===== config.mk =====
export PLATFORM = sky130hd
export DESIGN_NAME = dcache_controller
export DESIGN_NICKNAME = d
export VERILOG_FILES = /design/src/rtl/dcache_controller_pkg.sv /design/src/rtl/dcache_controller_tag_store.sv /design/src/rtl/dcache_controller.sv
export SDC_FILE = /design/constraint.sdc
export NUM_CORES = 1
export LEC_CHECK = 0
export ABC_CLOCK_PERIOD_IN_PS = 20400
export CAP_MARGIN = 20
export CELL_PAD_IN_SITES_DETAIL_PLACEMENT = 1
export CELL_PAD_IN_SITES_GLOBAL_PLACEMENT = 2
export CORE_MARGIN = 2
export CORE_UTILIZATION = 45
export CTS_BUF_LIST = sky130_fd_sc_hd__clkbuf_16
export DETAILED_ROUTE_END_ITERATION = 10
export HOLD_SLACK_MARGIN = 0.12
export PLACE_DENSITY_LB_ADDON = 0.1
export REMOVE_ABC_BUFFERS = 1
export SETUP_SLACK_MARGIN = 0.02
export SLEW_MARGIN = 20
export SYNTH_ARGS = -nofsm -noshare
export SYNTH_HDL_FRONTEND = slang
export SYNTH_SLANG_ARGS = --single-unit
export TNS_END_PERCENT = 5

===== constraint.sdc =====
create_clock -name CLK -period 20.4 [get_ports CLK]
set_clock_uncertainty 0.1 [all_clocks]
set_input_delay 4.08 -clock CLK [delete_from_list [all_inputs] [get_ports CLK]]
set_output_delay 4.08 -clock CLK [all_outputs]
set_load 0.05 [all_outputs]

===== src/rtl/dcache_controller_pkg.sv =====
// rtl/dcache_controller_pkg.sv - shared state encoding and address-field widths
// for the data-cache sequencing FSM.
package dcache_controller_pkg;

  // Byte offset within a 4-word line: addr[3:2] word, addr[1:0] byte.
  localparam int OFFSET_BITS   = 4;
  localparam int WORD_SEL_BITS = 2;

  typedef enum logic [1:0] {
    ST_IDLE      = 2'd0,
    ST_REFILL    = 2'd1,
    ST_WRITE_MEM = 2'd2
  } state_e;

endpackage


===== src/rtl/dcache_controller_tag_store.sv =====
// rtl/dcache_controller_tag_store.sv - per-line tag and valid registers with a
// combinational read port and a single write port.
module dcache_controller_tag_store #(
  parameter int INDEX_BITS = 5,
  parameter int TAG_BITS   = 3
) (
  input  logic                  CLK,
  input  logic                  RST,
  input  logic [INDEX_BITS-1:0] rd_index_i,
  output logic [TAG_BITS-1:0]   rd_tag_o,
  output logic                  rd_valid_o,
  input  logic                  we_i,
  input  logic [INDEX_BITS-1:0] wr_index_i,
  input  logic [TAG_BITS-1:0]   wr_tag_i,
  input  logic                  set_valid_i
);

  localparam int LINES = 1 << INDEX_BITS;

  logic [TAG_BITS-1:0] tag_q   [LINES];
  logic                valid_q [LINES];

  always_ff @(posedge CLK or posedge RST) begin
    if (RST) begin
      for (int i = 0; i < LINES; i++) begin
        tag_q[i]   <= '0;
        valid_q[i] <= 1'b0;
      end
    end else if (we_i) begin
      tag_q[wr_index_i]   <= wr_tag_i;
      valid_q[wr_index_i] <= set_valid_i;
    end
  end

  assign rd_tag_o   = tag_q[rd_index_i];
  assign rd_valid_o = valid_q[rd_index_i];

endmodule


===== src/rtl/dcache_controller.sv =====
// rtl/dcache_controller.sv - direct-mapped write-through no-write-allocate data
// cache sequencer: tag compare, 4-word refill, store forwarding, core stall.
module dcache_controller
  import dcache_controller_pkg::*;
#(
  parameter int ADDR_WIDTH = 12,
  parameter int INDEX_BITS = 5
) (
  input  logic                     CLK,
  input  logic                     RST,
  input  logic                     cpu_mem_read,
  input  logic                     cpu_mem_write,
  input  logic [ADDR_WIDTH-1:0]    cpu_addr,
  output logic                     stall,
  output logic                     hit,
  output logic                     cache_we,
  output logic [INDEX_BITS-1:0]    cache_index,
  output logic [WORD_SEL_BITS-1:0] cache_word_sel,
  output logic                     cache_src_sel,
  output logic                     mem_rd_req,
  output logic                     mem_wr_req,
  output logic [ADDR_WIDTH-1:0]    mem_addr,
  input  logic                     mem_ready
);

  localparam int TAG_BITS   = ADDR_WIDTH - INDEX_BITS - OFFSET_BITS;
  localparam int WADDR_BITS = ADDR_WIDTH - 2;

  state_e                  state_q, state_d;
  logic [1:0]              cnt_q, cnt_d;
  logic [WADDR_BITS-1:0]   waddr_q, waddr_d;
  logic                    hit_q, hit_d;

  logic [TAG_BITS-1:0]     cpu_tag, lat_tag, rd_tag;
  logic [INDEX_BITS-1:0]   cpu_index, lat_index;
  logic [1:0]              cpu_off, lat_off;
  logic                    rd_valid, lookup_hit, tag_we;
  logic                    addr_unused;

  assign cpu_tag     = cpu_addr[ADDR_WIDTH-1 -: TAG_BITS];
  assign cpu_index   = cpu_addr[OFFSET_BITS +: INDEX_BITS];
  assign cpu_off     = cpu_addr[3:2];
  assign addr_unused = ^cpu_addr[1:0];

  // The latched word address serves both refill (tag/index) and store (full word).
  assign lat_tag   = waddr_q[WADDR_BITS-1 -: TAG_BITS];
  assign lat_index = waddr_q[2 +: INDEX_BITS];
  assign lat_off   = waddr_q[1:0];

  dcache_controller_tag_store #(
    .INDEX_BITS (INDEX_BITS),
    .TAG_BITS   (TAG_BITS)
  ) u_tag_store (
    .CLK         (CLK),
    .RST         (RST),
    .rd_index_i  (cpu_index),
    .rd_tag_o    (rd_tag),
    .rd_valid_o  (rd_valid),
    .we_i        (tag_we),
    .wr_index_i  (lat_index),
    .wr_tag_i    (lat_tag),
    .set_valid_i (1'b1)
  );

  assign lookup_hit = rd_valid & (rd_tag == cpu_tag);

  always_ff @(posedge CLK or posedge RST) begin
    if (RST) begin
      state_q <= ST_IDLE;
      cnt_q   <= 2'd0;
      waddr_q <= '0;
      hit_q   <= 1'b0;
    end else begin
      state_q <= state_d;
      cnt_q   <= cnt_d;
      waddr_q <= waddr_d;
      hit_q   <= hit_d;
    end
  end

  always_comb begin
    state_d        = state_q;
    cnt_d          = cnt_q;
    waddr_d        = waddr_q;
    hit_d          = hit_q;
    tag_we         = 1'b0;
    stall          = 1'b0;
    hit            = 1'b0;
    cache_we       = 1'b0;
    cache_index    = '0;
    cache_word_sel = '0;
    cache_src_sel  = 1'b0;
    mem_rd_req     = 1'b0;
    mem_wr_req     = 1'b0;
    mem_addr       = '0;

    case (state_q)
      ST_IDLE: begin
        // A simultaneous read and write is handled as a write.
        if (cpu_mem_write) begin
          hit            = lookup_hit;
          stall          = 1'b1;
          cache_index    = cpu_index;
          cache_word_sel = cpu_off;
          waddr_d        = cpu_addr[ADDR_WIDTH-1:2];
          hit_d          = lookup_hit;
          state_d        = ST_WRITE_MEM;
        end else if (cpu_mem_read) begin
          hit            = lookup_hit;
          cache_index    = cpu_index;
          cache_word_sel = cpu_off;
          if (!lookup_hit) begin
            stall   = 1'b1;
            waddr_d = cpu_addr[ADDR_WIDTH-1:2];
            cnt_d   = 2'd0;
            state_d = ST_REFILL;
          end
        end
      end

      ST_REFILL: begin
        stall          = 1'b1;
        mem_rd_req     = 1'b1;
        mem_addr       = {waddr_q[WADDR_BITS-1:2], cnt_q, 2'b00};
        cache_index    = lat_index;
        cache_word_sel = cnt_q;
        cache_src_sel  = 1'b1;
        if (mem_ready) begin
          cache_we = 1'b1;
          cnt_d    = cnt_q + 2'd1;
          // Tag and valid are only committed once the whole line has arrived.
          if (cnt_q == 2'd3) begin
            tag_we  = 1'b1;
            state_d = ST_IDLE;
          end
        end
      end

      ST_WRITE_MEM: begin
        mem_wr_req     = 1'b1;
        mem_addr       = {waddr_q, 2'b00};
        stall          = ~mem_ready;
        cache_index    = lat_index;
        cache_word_sel = lat_off;
        if (mem_ready) begin
          cache_we = hit_q;
          state_d  = ST_IDLE;
        end
      end

      default: state_d = ST_IDLE;
    endcase

    // Outputs are quiet while reset is held, even with a request still pending.
    if (RST) begin
      tag_we         = 1'b0;
      stall          = 1'b0;
      hit            = 1'b0;
      cache_we       = 1'b0;
      cache_index    = '0;
      cache_word_sel = '0;
      cache_src_sel  = 1'b0;
      mem_rd_req     = 1'b0;
      mem_wr_req     = 1'b0;
      mem_addr       = '0;
    end
  end

endmodule

After elaboration in Yosys (flattened, before gate mapping)

Index checks and enable logic that the tools add are counted.

Register bits: 143
Latch bits: 0
Memory bits (read-only): 0
Memories kept: 0
Bits of input ports: 17
Memory bits (writable): 0
Output and inout bits: 25

Multipliers: 0
Equality and inequality tests: 13
Mux-type cells: 57
Shifts and indexed selects: 0
Magnitude comparators: 3
Bitwise operators: 5
Divide/modulo/power cells: 0
Reduce and logical (&&, ||, !) cells: 9
Add/subtract/negate cells: 1

Operators with widths:

| operator                                                              | number |
|---|---|
| 96-bit bitwise mux                                                    | 1 |
| 32-bit OR                                                             | 1 |
| 10-bit 2-to-1 mux                                                     | 3 |
| 2-bit 2-to-1 mux                                                      | 13 |
| 12-bit case mux with 2 select lines                                   | 1 |
| 1-bit 2-to-1 mux                                                      | 22 |
| 3-bit binary-select mux with 5-bit select                             | 1 |
| 3-bit demux with 5-bit select                                         | 1 |
| 5-bit 2-to-1 mux                                                      | 3 |
| 2-bit != test (second input constant)                                 | 7 |
| 6-bit >= comparator (second input constant)                           | 2 |
| 12-bit 2-to-1 mux                                                     | 1 |
| 5-bit NOT with 6-bit output                                           | 2 |
| 2-bit case mux with 3 select lines                                    | 2 |
| 5-bit case mux with 2 select lines                                    | 1 |
| 5-bit AND reduction                                                   | 2 |
| 3-bit 2-to-1 mux                                                      | 3 |
| 6-bit by 1-bit < comparator with 1-bit output (second input constant) | 1 |
| 3-bit != test (second input constant)                                 | 2 |
| 1-bit binary-select mux with 5-bit select                             | 1 |
| 1-bit demux with 5-bit select                                         | 1 |
| 2-bit == test (second input constant)                                 | 2 |
| 2-bit case mux with 2 select lines                                    | 1 |
| 2-bit nonzero test                                                    | 2 |
| other kinds (12)                                                      | 12 |

Depth between registers and ports, before layout

Gate-level depths: netlist of the first run.

Word-level depth: 11
Depth in mapped cells: 12
Gate-level depth less buffers: 8

Hierarchy

From an unflattened synthesis of the first run, not the netlist that was laid out.

Cells, all modules: 486
Area, all modules: 6980.4 um2

Modules (own cells, without submodules):

| module                      | instances | area each (um2) | cells an instance |
|---|---|---|---|
| dcache_controller_tag_store | 1         | 5931.9          | 370 |
| dcache_controller           | 1         | 1048.5          | 116 |

Worst setup path after synthesis of the first run

OpenSTA, ideal clock, no wires.

Path kind: in2out
From: input port RST
To: output port cache_we
Arrival: 8919 ps
Slack: 7301 ps
Stages on the path: 3
Cell sequence: inv_1 > nand2_1 > nor3_1

Word-level cells in the longest chain between the ends: 1

RTL lines:

| what             | RTL line                 | text |
|---|---|---|
| from (decl)      | dcache_controller.sv:10  | `input logic RST,` |
| 1-bit 2-to-1 mux | dcache_controller.sv:155 | `if (RST) begin` |
| to (decl)        | dcache_controller.sv:16  | `output logic cache_we,` |

Every way passes these cells.

Worst setup path in the final report of the first run

From: input port cpu_addr[4]
To: output port stall

Word-level cells in the longest chain between the ends: 11
Elaborated cells on any way between the ends: 14
Classes of those cells: eq/ne: 1; mux: 11; bitwise: 2

RTL lines:

| what                                                | RTL line                                                             | text |
|---|---|---|
| from (decl)                                         | dcache_controller.sv:13                                              | `input logic [ADDR_WIDTH-1:0] cpu_addr,` |
| 5-bit NOT with 6-bit output (not written as such) * | dcache_controller_tag_store.sv:35, dcache_controller_tag_store.sv:36 |  |
| 3-bit binary-select mux with 5-bit select           | dcache_controller_tag_store.sv:35                                    | `assign rd_tag_o = tag_q[rd_index_i];` |
| 3-bit 2-to-1 mux (not written as such) (2 in a row) | dcache_controller_tag_store.sv:35                                    |  |
| 3-bit == test                                       | dcache_controller.sv:65                                              | `assign lookup_hit = rd_valid & (rd_tag == cpu_tag);` |
| 1-bit AND *                                         | dcache_controller.sv:65                                              |  |
| 1-bit 2-to-1 mux *                                  | dcache_controller.sv:112                                             | `if (!lookup_hit) begin` |
| 1-bit 2-to-1 mux *                                  | dcache_controller.sv:108                                             | `end else if (cpu_mem_read) begin` |
| 1-bit 2-to-1 mux *                                  | dcache_controller.sv:100                                             | `if (cpu_mem_write) begin` |
| 1-bit case mux with 3 select lines *                | dcache_controller.sv:97                                              | `case (state_q)` |
| 1-bit 2-to-1 mux *                                  | dcache_controller.sv:155                                             |  |
| to (decl)                                           | dcache_controller.sv:14                                              | `output logic stall,` |

Every way passes the cells marked *; elsewhere a longest branch is shown, timed or not. The select of a mux whose other input is x is not followed.

==> impl_metrics.json, run 1 <==
{
  "final_common_cell": "dfrtp_1",
  "via_count": 4602,
  "synthFlopType": "dfrtp_1",
  "drt.antenna.violating_nets": 0,
  "grt_pass1_wl_microns": 29200,
  "worst_slew_pin_slew_ns": 1.07,
  "min_period_ns": 12.52,
  "die_area_sq_mm": 0.0166,
  "clockBufferDepth": 2,
  "drt_pass1_iterations": 4,
  "relSlewSlack_pct": 28.1,
  "core.rowCount": 45,
  "hp-class": "flip-flop to flip-flop",
  "holdPathStages": 1,
  "clkSinkCount": 143,
  "fin_ws_ns": 7.88,
  "setup_viol": 0,
  "grt_overflow_total": 0,
  "power.density_mw_per_mm2": 103,
  "status": "finished clean",
  "n_antenna_cell": 0,
  "clkTransAtPathRegs_ns": 0.06,
  "drive_above_1_share_pct": 28.9,
  "finalSetupTns_ns": 0,
  "wl_microns": 18300,
  "grt_start_max_net_pins": 78,
  "path_class": "input port to output port",
  "synth_area_per_cell_sq_um": 12.7,
  "layout-area-overhead-vs-synth_pct": 14.8,
  "hold_viol_final": 0,
  "clk_latency_ns": 0.42,
  "end_kind": "output port",
  "htreeDepth": 4,
  "hpwl_microns": 12300,
  "drt-met1-wl_microns": 8490,
  "rr_worst_depth": 8,
  "hold-worst-slack_ns": 0.360,
  "maxSlewViolCount": 0,
  "cts-root-buf": "clkbuf_16",
  "postCtsSetupBuffers": 0,
  "drv_cap": 0,
  "gp_congestion": 0.817,
  "post_cts_resize_count": 0,
  "worstPathRequired_ns": 16.22,
  "crit_arrival_ns": 8.34,
  "portBuffers": 37,
  "die_height_microns": 129,
  "place_ws_ns": 7.89,
  "yosysSeqAreaShare_pct": 51.0,
  "antenna_found_initial": 0,
  "start_util_pct": 46.1,
  "mostFrequentLayoutCells": "dfrtp_1, mux2_2, clkdlybuf4s50_1, mux2i_1, nand2_1",
  "vias_per_cell": 5.88,
  "grt_use_total_pct": 23.6,
  "synth_area_sq_mm": 0.00701,
  "ir_drop_v": 0.0000631,
  "syn-instance-count": 551,
  "fp.coreArea_sq_mm": 0.0152,
  "synthArstFlopShare_pct": 100,
  "hold_buffers": 0,
  "cts_tree": "built",
  "nets": 604,
  "design_area_sq_mm": 0.00805,
  "max_freq_mhz": 79.9,
  "top_layer_used": "met4",
  "dieWidth_microns": 129,
  "drt_iter0_markers": 247,
  "start_kind": "input port",
  "wl_met2_microns": 8680,
  "synth-edff-count": 0,
  "wl_met3_microns": 866,
  "grt_pass1_vias": 5017,
  "cts_buffers": 17,
  "remaining_drc_errors": 0,
  "p_leak_uw": 0.00396,
  "num_io_pins": 42,
  "fin_crit_sh_pct": 61.4,
  "yosys_register_bits": 143,
  "yosys_warnings": 0,
  "wire_per_inst_microns": 23.3,
  "postPlaceCellArea_sq_mm": 0.00750,
  "crit_fanout": 26,
  "rsz0062_at_grt": "false",
  "ys_types": 46
}
synthesized netlist by cell type, types with 5 or more instances:
cell | instances | share of area, %
a21oi_1 | 7 | 0.50
a22oi_1 | 20 | 2.1
and2_1 | 9 | 0.80
clkbuf_1 | 22 | 1.2
dfrtp_1 | 143 | 51
ha_1 | 5 | 0.89
inv_1 | 7 | 0.37
mux2_2 | 97 | 16
mux2_4 | 9 | 1.9
mux2i_1 | 33 | 4.7
mux4_1 | 10 | 3.7
mux4_2 | 8 | 2.6
nand2_1 | 31 | 1.7
nand2b_1 | 20 | 1.8
nand3_1 | 12 | 0.86
nor2_1 | 28 | 1.5
nor2b_1 | 11 | 0.98
nor3_1 | 7 | 0.50
o21ai_0 | 5 | 0.36
or2_2 | 17 | 1.5
sequential cells by signal (all words and copies together) (netlist names):
signal / count
cnt_q: 2
hit_q: 1
state_q: 2
u_tag_store.tag_q: 96
u_tag_store.valid_q: 32
waddr_q: 10
cell families after synthesis:
family                   count (synthesis)  share of synthesized area (%)
other                                    1                         0.0535
adder cells (fa/ha/maj)                  5                          0.892
XOR/XNOR                                 3                          0.375
AO/OA/AOI/OAI                           43                           4.25
AND/OR/NAND/NOR                        160                           12.2
multiplexers                           157                           28.5
flip-flops                             143                           51.0
buffers and inverters                   39                           2.69
through the flow:
step	total power, uW	instances	util, %
2_1_floorplan	464	520	-
3_3_place_gp	541	751	49.4
3_5_place_dp	547	751	49.4
4_1_cts	838	783	52.9
5_1_grt	870	783	53.0
6_report	831	783	53.0
power by group:
| part | internal (uW) | leakage [uW] | switching (uW) |
|---|---|---|---|
| sequential | 299 | 0.00197 | 47.6 |
| clock | 167 | 0.000268 | 123 |
| combinational | 74.2 | 0.00172 | 121 |
| total | 540 | 0.00396 | 291 |
layout make-up:
class                           instances  area, sq um
Clock buffer                           17          425
Timing Repair Buffer                   43          410
Inverter                                7         31.3
Fill cell                            1533         7150
Multi-Input combinational cell        370         3250
Sequential cell                       143         3580
Clock inverter                         15          120
Tap cell                              188          235
critical path, cell delays in order:
cell and delay [ns]:
clkdlybuf4s50_1 0.45, buf_4 0.39, mux4_1 0.67, mux4_2 0.51, mux2i_1 0.20, xnor2_1 0.13
nor2_2 0.12, nand3_2 0.15, o21ai_2 0.70, a31oi_1 0.17, clkdlybuf4s50_1 0.74
metal layers:
layer / up-vias / global-route usage [%]
li1: 2049 / -
met1: 2436 / 32.7
met2: 100 / 38.2
met3: 17 / 5.57
met4: 0 / 5.56
met5: - / 0
worst paths after layout:
kind,to,start,slack (ns)
worst max-delay path,stall,cpu_addr[4],7.88
worst min-delay path,u_tag_store.valid_q[12],u_tag_store.valid_q[12],0.36
worst max register to register,waddr_q[9],u_tag_store.tag_q[79],17.03
worst min register to register,u_tag_store.valid_q[12],u_tag_store.valid_q[12],0.36
max in group asynchronous,u_tag_store.tag_q[84],RST,14.69
min in group asynchronous,waddr_q[0],RST,4.10
(Power assumes the default switching activity.)
==> run 2: changes to the inputs <==
--- a/config.mk
+++ b/config.mk
@@ -5,12 +5,12 @@
 export SDC_FILE = /design/constraint.sdc
 export NUM_CORES = 1
 export LEC_CHECK = 0
-export ABC_CLOCK_PERIOD_IN_PS = 20400
+export ABC_CLOCK_PERIOD_IN_PS = 13000
 export CAP_MARGIN = 20
 export CELL_PAD_IN_SITES_DETAIL_PLACEMENT = 1
 export CELL_PAD_IN_SITES_GLOBAL_PLACEMENT = 2
 export CORE_MARGIN = 2
-export CORE_UTILIZATION = 45
+export CORE_UTILIZATION = 42
 export CTS_BUF_LIST = sky130_fd_sc_hd__clkbuf_16
 export DETAILED_ROUTE_END_ITERATION = 10
 export HOLD_SLACK_MARGIN = 0.12
==> constraint.sdc (replaced) <==
create_clock -name CLK -period 13 [get_ports CLK]
set_clock_uncertainty 0.1 [all_clocks]
set_input_delay 2.6 -clock CLK [delete_from_list [all_inputs] [get_ports CLK]]
set_output_delay 2.6 -clock CLK [all_outputs]
set_load 0.05 [all_outputs]
==> impl_metrics.json, run 2 (synthesized netlist as in run 1, its figures left out) <==
{
  "status": "finished clean",
  "pwr-share-clk_pct": 36.0,
  "finalSetupTns_ns": 0,
  "num_io_pins": 42,
  "hold_viol_final": 0,
  "gp_congestion": 0.772,
  "postPlaceCellArea_sq_mm": 0.00754,
  "grt_pass1_vias": 4958,
  "fp.coreArea_sq_mm": 0.0165,
  "cp_top_family": "buffers and inverters",
  "hp-class": "flip-flop to flip-flop",
  "start_kind": "input port",
  "cts-root-buf": "clkbuf_16",
  "dieWidth_microns": 133,
  "start_util_pct": 42.6,
  "min_period_ns": 9.55,
  "via_count": 4540,
  "relSlewSlack_pct": 26.6,
  "cts_buffers": 17,
  "antenna_found_initial": 0,
  "worst_slew_pin_slew_ns": 1.09,
  "clkSinkCount": 143,
  "path_cells": "clkdlybuf4s50_1 -> buf_4 -> mux4_1 -> mux4_2 -> mux2i_1 -> xnor2_1 -> nor2_2 -> nand3_2 -> o21ai_2 -> a31oi_1 -> clkdlybuf4s50_1",
  "final_util_pct": 49.2,
  "holdPathStages": 1,
  "place_ws_ns": 3.39,
  "worstHoldStart": "u_tag_store.valid_q[6]",
  "maxSlewViolCount": 0,
  "p_switching_uw": 456,
  "reg.largest.list": "u_tag_store.tag_q x96, u_tag_store.valid_q x32, waddr_q x10",
  "critPathSlowestCell": "clkdlybuf4s50_1",
  "portBuffers": 37,
  "final_common_cell": "dfrtp_1",
  "grt_pass1_wl_microns": 29000,
  "largest_reg_flops": 96,
  "regToRegSetupSlack_ns": 9.56,
  "remaining_drc_errors": 0,
  "setup_viol": 0,
  "path_class": "input port to output port",
  "max_freq_mhz": 105,
  "drt_pass1_iterations": 4,
  "ir_drop_v": 0.0000915,
  "postCtsSetupBuffers": 0,
  "regMostFlops": "u_tag_store.tag_q",
  "core.rowCount": 47,
  "layout-area-overhead-vs-synth_pct": 15.6,
  "holdPathEnd": "u_tag_store.valid_q[6]",
  "hpwl_microns": 12600,
  "crit_fanout": 26,
  "clockBufferDepth": 2,
  "die_height_microns": 133,
  "fin_ws_ns": 3.45,
  "seq_power_share_pct": 40.8,
  "cts_tree": "built",
  "r2r_end": "u_tag_store.tag_q[2]",
  "hold_buffers": 0,
  "rr_worst_depth": 8,
  "cpMostUsedCell": "clkdlybuf4s50_1",
  "p_int_uw": 866,
  "cp.buffers_inverters": 3,
  "wire_per_inst_microns": 22.6,
  "nets": 603,
  "wl_microns": 18400,
  "n_antenna_cell": 0,
  "rsz0062_at_grt": "false",
  "drive_above_1_share_pct": 29.8,
  "grt_overflow_total": 0,
  "p_sw_share_pct": 34.5,
  "clk_latency_ns": 0.43,
  "reg2reg_from": "state_q[1]",
  "end_kind": "output port",
  "drv_cap": 0,
  "fin_crit_sh_pct": 73.5,
  "drt.antenna.violating_nets": 0,
  "die_area_sq_mm": 0.0177,
  "p_leak_uw": 0.00395,
  "drt_iter0_markers": 190,
  "pwr-share-comb_pct": 23.2,
  "worstPathRequired_ns": 10.30,
  "post_cts_resize_count": 0,
  "slowest_delay_ns": 0.74,
  "vias_per_cell": 5.58,
  "clkTransAtPathRegs_ns": 0.06,
  "power.density_mw_per_mm2": 163,
  "grt_start_max_net_pins": 79,
  "mostFrequentLayoutCells": "dfrtp_1, mux2_2, clkdlybuf4s50_1, mux2i_1, nand2_1",
  "design_area_sq_mm": 0.00811,
  "htreeDepth": 4,
  "crit_arrival_ns": 6.85,
  "grt_use_total_pct": 21.9
}
-- run 2: worst register-to-register path, stage by stage, from the launching register on --
cell and delay, ns:
dfrtp_1 0.43, inv_1 0.10, ha_1 0.28, inv_1 0.14, nor2_1 0.23, nand3_1 0.28
nor3_1 0.91, nand4_1 0.44, mux2_2 0.41
-- run 2: cell type report --
class	instances	area (sq um)
sequential	143	3580
inverter	7	31.3
clock buffer	17	425
multi-input combinational	370	3250
fill	1698	8360
timing repair buffer	42	403
tap	220	275
clock inverter	15	145
-- run 2: worst max path at each step --
| stage | startpoint | end | slack [ns] | cells after the start |
|---|---|---|---|---|
| 3_5_place_dp | cpu_addr[4] | stall | 3.39 | 11 |
| 6_report | cpu_addr[4] | stall | 3.45 | 11 |
| 5_1_grt | cpu_addr[4] | stall | 3.22 | 11 |
| 3_3_place_gp | cpu_addr[4] | stall | 3.45 | 11 |
| 2_1_floorplan | RST | cache_we | 2.86 | 3 |
| 4_1_cts | cpu_addr[4] | stall | 3.40 | 11 |
-- run 2: power groups by stage --
stage               logic (uW)  clock network (uW)  registers (uW)
floorplan                  207                   0             520
global placement           302                   0             541
detailed placement         308                   0             547
CTS                        309                 483             538
global route               330                 503             548
finish                     306                 476             540
-- run 2: routing by layer --
| metal | wire (microns) | up-vias | GRT usage (%) |
|---|---|---|---|
| li1 | - | 2051 | - |
| met3 | 719 | 12 | 4.38 |
| met5 | 0 | - | 0 |
| met1 | 8260 | 2393 | 28.8 |
| met2 | 9190 | 84 | 37.4 |
| met4 | 188 | 0 | 5.73 |
-- run 2: through the flow --
stage	hold slack [ns]	total power, uW	instances
3_3_place_gp	0.342	844	782
2_1_floorplan	0.325	727	520
4_1_cts	0.361	1330	814
6_report	0.357	1320	814
3_5_place_dp	0.346	855	782
5_1_grt	0.370	1380	814
==> run 3: changes to the inputs <==
--- a/config.mk
+++ b/config.mk
@@ -5,12 +5,12 @@
 export SDC_FILE = /design/constraint.sdc
 export NUM_CORES = 1
 export LEC_CHECK = 0
-export ABC_CLOCK_PERIOD_IN_PS = 13000
+export ABC_CLOCK_PERIOD_IN_PS = 8600
 export CAP_MARGIN = 20
 export CELL_PAD_IN_SITES_DETAIL_PLACEMENT = 1
 export CELL_PAD_IN_SITES_GLOBAL_PLACEMENT = 2
 export CORE_MARGIN = 2
-export CORE_UTILIZATION = 42
+export CORE_UTILIZATION = 38
 export CTS_BUF_LIST = sky130_fd_sc_hd__clkbuf_16
 export DETAILED_ROUTE_END_ITERATION = 10
 export HOLD_SLACK_MARGIN = 0.12
==> constraint.sdc (replaced) <==
create_clock -name CLK -period 8.6 [get_ports CLK]
set_clock_uncertainty 0.1 [all_clocks]
set_input_delay 1.72 -clock CLK [delete_from_list [all_inputs] [get_ports CLK]]
set_output_delay 1.72 -clock CLK [all_outputs]
set_load 0.05 [all_outputs]
==> impl_metrics.json, run 3 (synthesized netlist as in run 1, its figures left out) <==
{
  "cp_top_family": "buffers and inverters",
  "drt_iter0_markers": 273,
  "relSlewSlack_pct": 31.0,
  "grt_use_total_pct": 20.6,
  "grt_start_max_net_pins": 87,
  "core.rowCount": 49,
  "grt_pass1_vias": 4994,
  "end_kind": "output port",
  "power.density_mw_per_mm2": 246,
  "nets": 610,
  "hold_viol_final": 0,
  "status": "finished clean",
  "regMostFlops": "u_tag_store.tag_q",
  "path_cells": "clkdlybuf4s50_1 -> buf_4 -> mux4_1 -> mux4_2 -> mux2i_1 -> xnor2_1 -> nor2_2 -> nand3_2 -> o21ai_2 -> buf_4 -> a31oi_1 -> clkdlybuf4s50_1",
  "hpwl_microns": 13000,
  "grt_pass1_wl_microns": 30000,
  "crit_arrival_ns": 5.55,
  "fin_ws_ns": 1.23,
  "reg.largest.list": "u_tag_store.tag_q x96, u_tag_store.valid_q x32, waddr_q x10",
  "p_leak_uw": 0.00399,
  "maxSlewViolCount": 0,
  "clkTransAtPathRegs_ns": 0.06,
  "finalSetupTns_ns": 0,
  "nFillCells": 1856,
  "hp-class": "flip-flop to flip-flop",
  "cts-root-buf": "clkbuf_16",
  "drt_pass1_iterations": 4,
  "num_io_pins": 42,
  "place_inst": 798,
  "die_height_microns": 140,
  "fin_cells": 826,
  "rsz0062_at_grt": "false",
  "clkSinkCount": 143,
  "drive_above_1_share_pct": 29.6,
  "via_count": 4561,
  "wl_microns": 19200,
  "postPlaceCellArea_sq_mm": 0.00760,
  "hold_buffers": 0,
  "drv_cap": 0,
  "fp.coreArea_sq_mm": 0.0180,
  "final_common_cell": "dfrtp_1",
  "design_area_sq_mm": 0.00815,
  "gp_congestion": 0.762,
  "htreeDepth": 4,
  "max_freq_mhz": 136,
  "min_period_ns": 7.37,
  "start_kind": "input port",
  "slowest_delay_ns": 0.82,
  "drt.antenna.violating_nets": 0,
  "largest_reg_flops": 96,
  "antenna_found_initial": 0,
  "clk_latency_ns": 0.43,
  "portBuffers": 37,
  "place_ws_ns": 1.15,
  "layout-area-overhead-vs-synth_pct": 16.2,
  "fin_crit_sh_pct": 85.8,
  "remaining_drc_errors": 0,
  "grt_overflow_total": 0,
  "cts_buffers": 17,
  "worst_slew_pin_slew_ns": 1.03,
  "dieWidth_microns": 140,
  "critPathSlowestCell": "clkdlybuf4s50_1",
  "start_util_pct": 38.9,
  "cts_tree": "built",
  "path_class": "input port to output port",
  "clockBufferDepth": 2,
  "post_cts_resize_count": 0,
  "cp.buffers_inverters": 4,
  "mostFrequentLayoutCells": "dfrtp_1, mux2_2, clkdlybuf4s50_1, mux2i_1, nand2_1",
  "vias_per_cell": 5.52,
  "wire_per_inst_microns": 23.2,
  "crit_fanout": 26,
  "n_antenna_cell": 0,
  "postCtsSetupBuffers": 0,
  "setup_viol": 0,
  "worstPathRequired_ns": 6.78,
  "die_area_sq_mm": 0.0196,
  "ir_drop_v": 0.000271
}
-- run 3: changes by cell type in the layout (fill, tap and decap cells not counted), moves of 2 or more --
cell        delta
buf_4          +7
clkinv_1       +2
clkinv_2       -4
clkinv_4       +2
clkinvlp_4     -4
-- run 3: path summary, 6_finish.rpt --
kind	depth (start not counted)	start	slack, ns	endpoint
hold reg to reg	1	u_tag_store.valid_q[3]	0.36	u_tag_store.valid_q[3]
min in group asynchronous	2	RST	1.80	waddr_q[1]
hold / removal	1	u_tag_store.valid_q[3]	0.36	u_tag_store.valid_q[3]
setup / recovery	12	cpu_addr[4]	1.23	stall
max in group asynchronous	3	RST	5.31	waddr_q[9]
setup reg to reg	8	state_q[1]	5.32	u_tag_store.tag_q[65]
-- run 3: layout make-up --
cell class | instances | area (sq um) | share of cell area, %
sequential | 143 | 3580 | 43.9
inverter | 7 | 31.3 | 0.384
multi-input combinational | 370 | 3250 | 39.9
clock inverter | 11 | 120 | 1.47
timing repair buffer | 49 | 455 | 5.59
tap | 229 | 287 | 3.52
clock buffer | 17 | 425 | 5.22
-- run 3: power by group --
group          internal [uW]  switching (uW)  leakage [uW]  total (uW)
Clock                    419             283      0.000266         702
Combinational            182             321       0.00175         503
Sequential               708            92.4       0.00197         801
-- run 3: stage by stage --
step / power, uW / hold slack, ns / util (%)
after floorplan: 1100 / 0.325 / -
after global placement: 1300 / 0.344 / 42.2
after detailed placement: 1320 / 0.350 / 42.2
after CTS: 2030 / 0.366 / 45.2
after global routing: 2090 / 0.369 / 45.2
final: 2010 / 0.361 / 45.2
-- run 3: layer usage --
metal | wire length (microns) | track usage [%] | share of wire (%)
met4 | 326 | 7.47 | 1.7
met1 | 8780 | 27.2 | 46
met2 | 9470 | 34.0 | 49
met5 | 0 | 0 | 0
met3 | 584 | 3.82 | 3.0
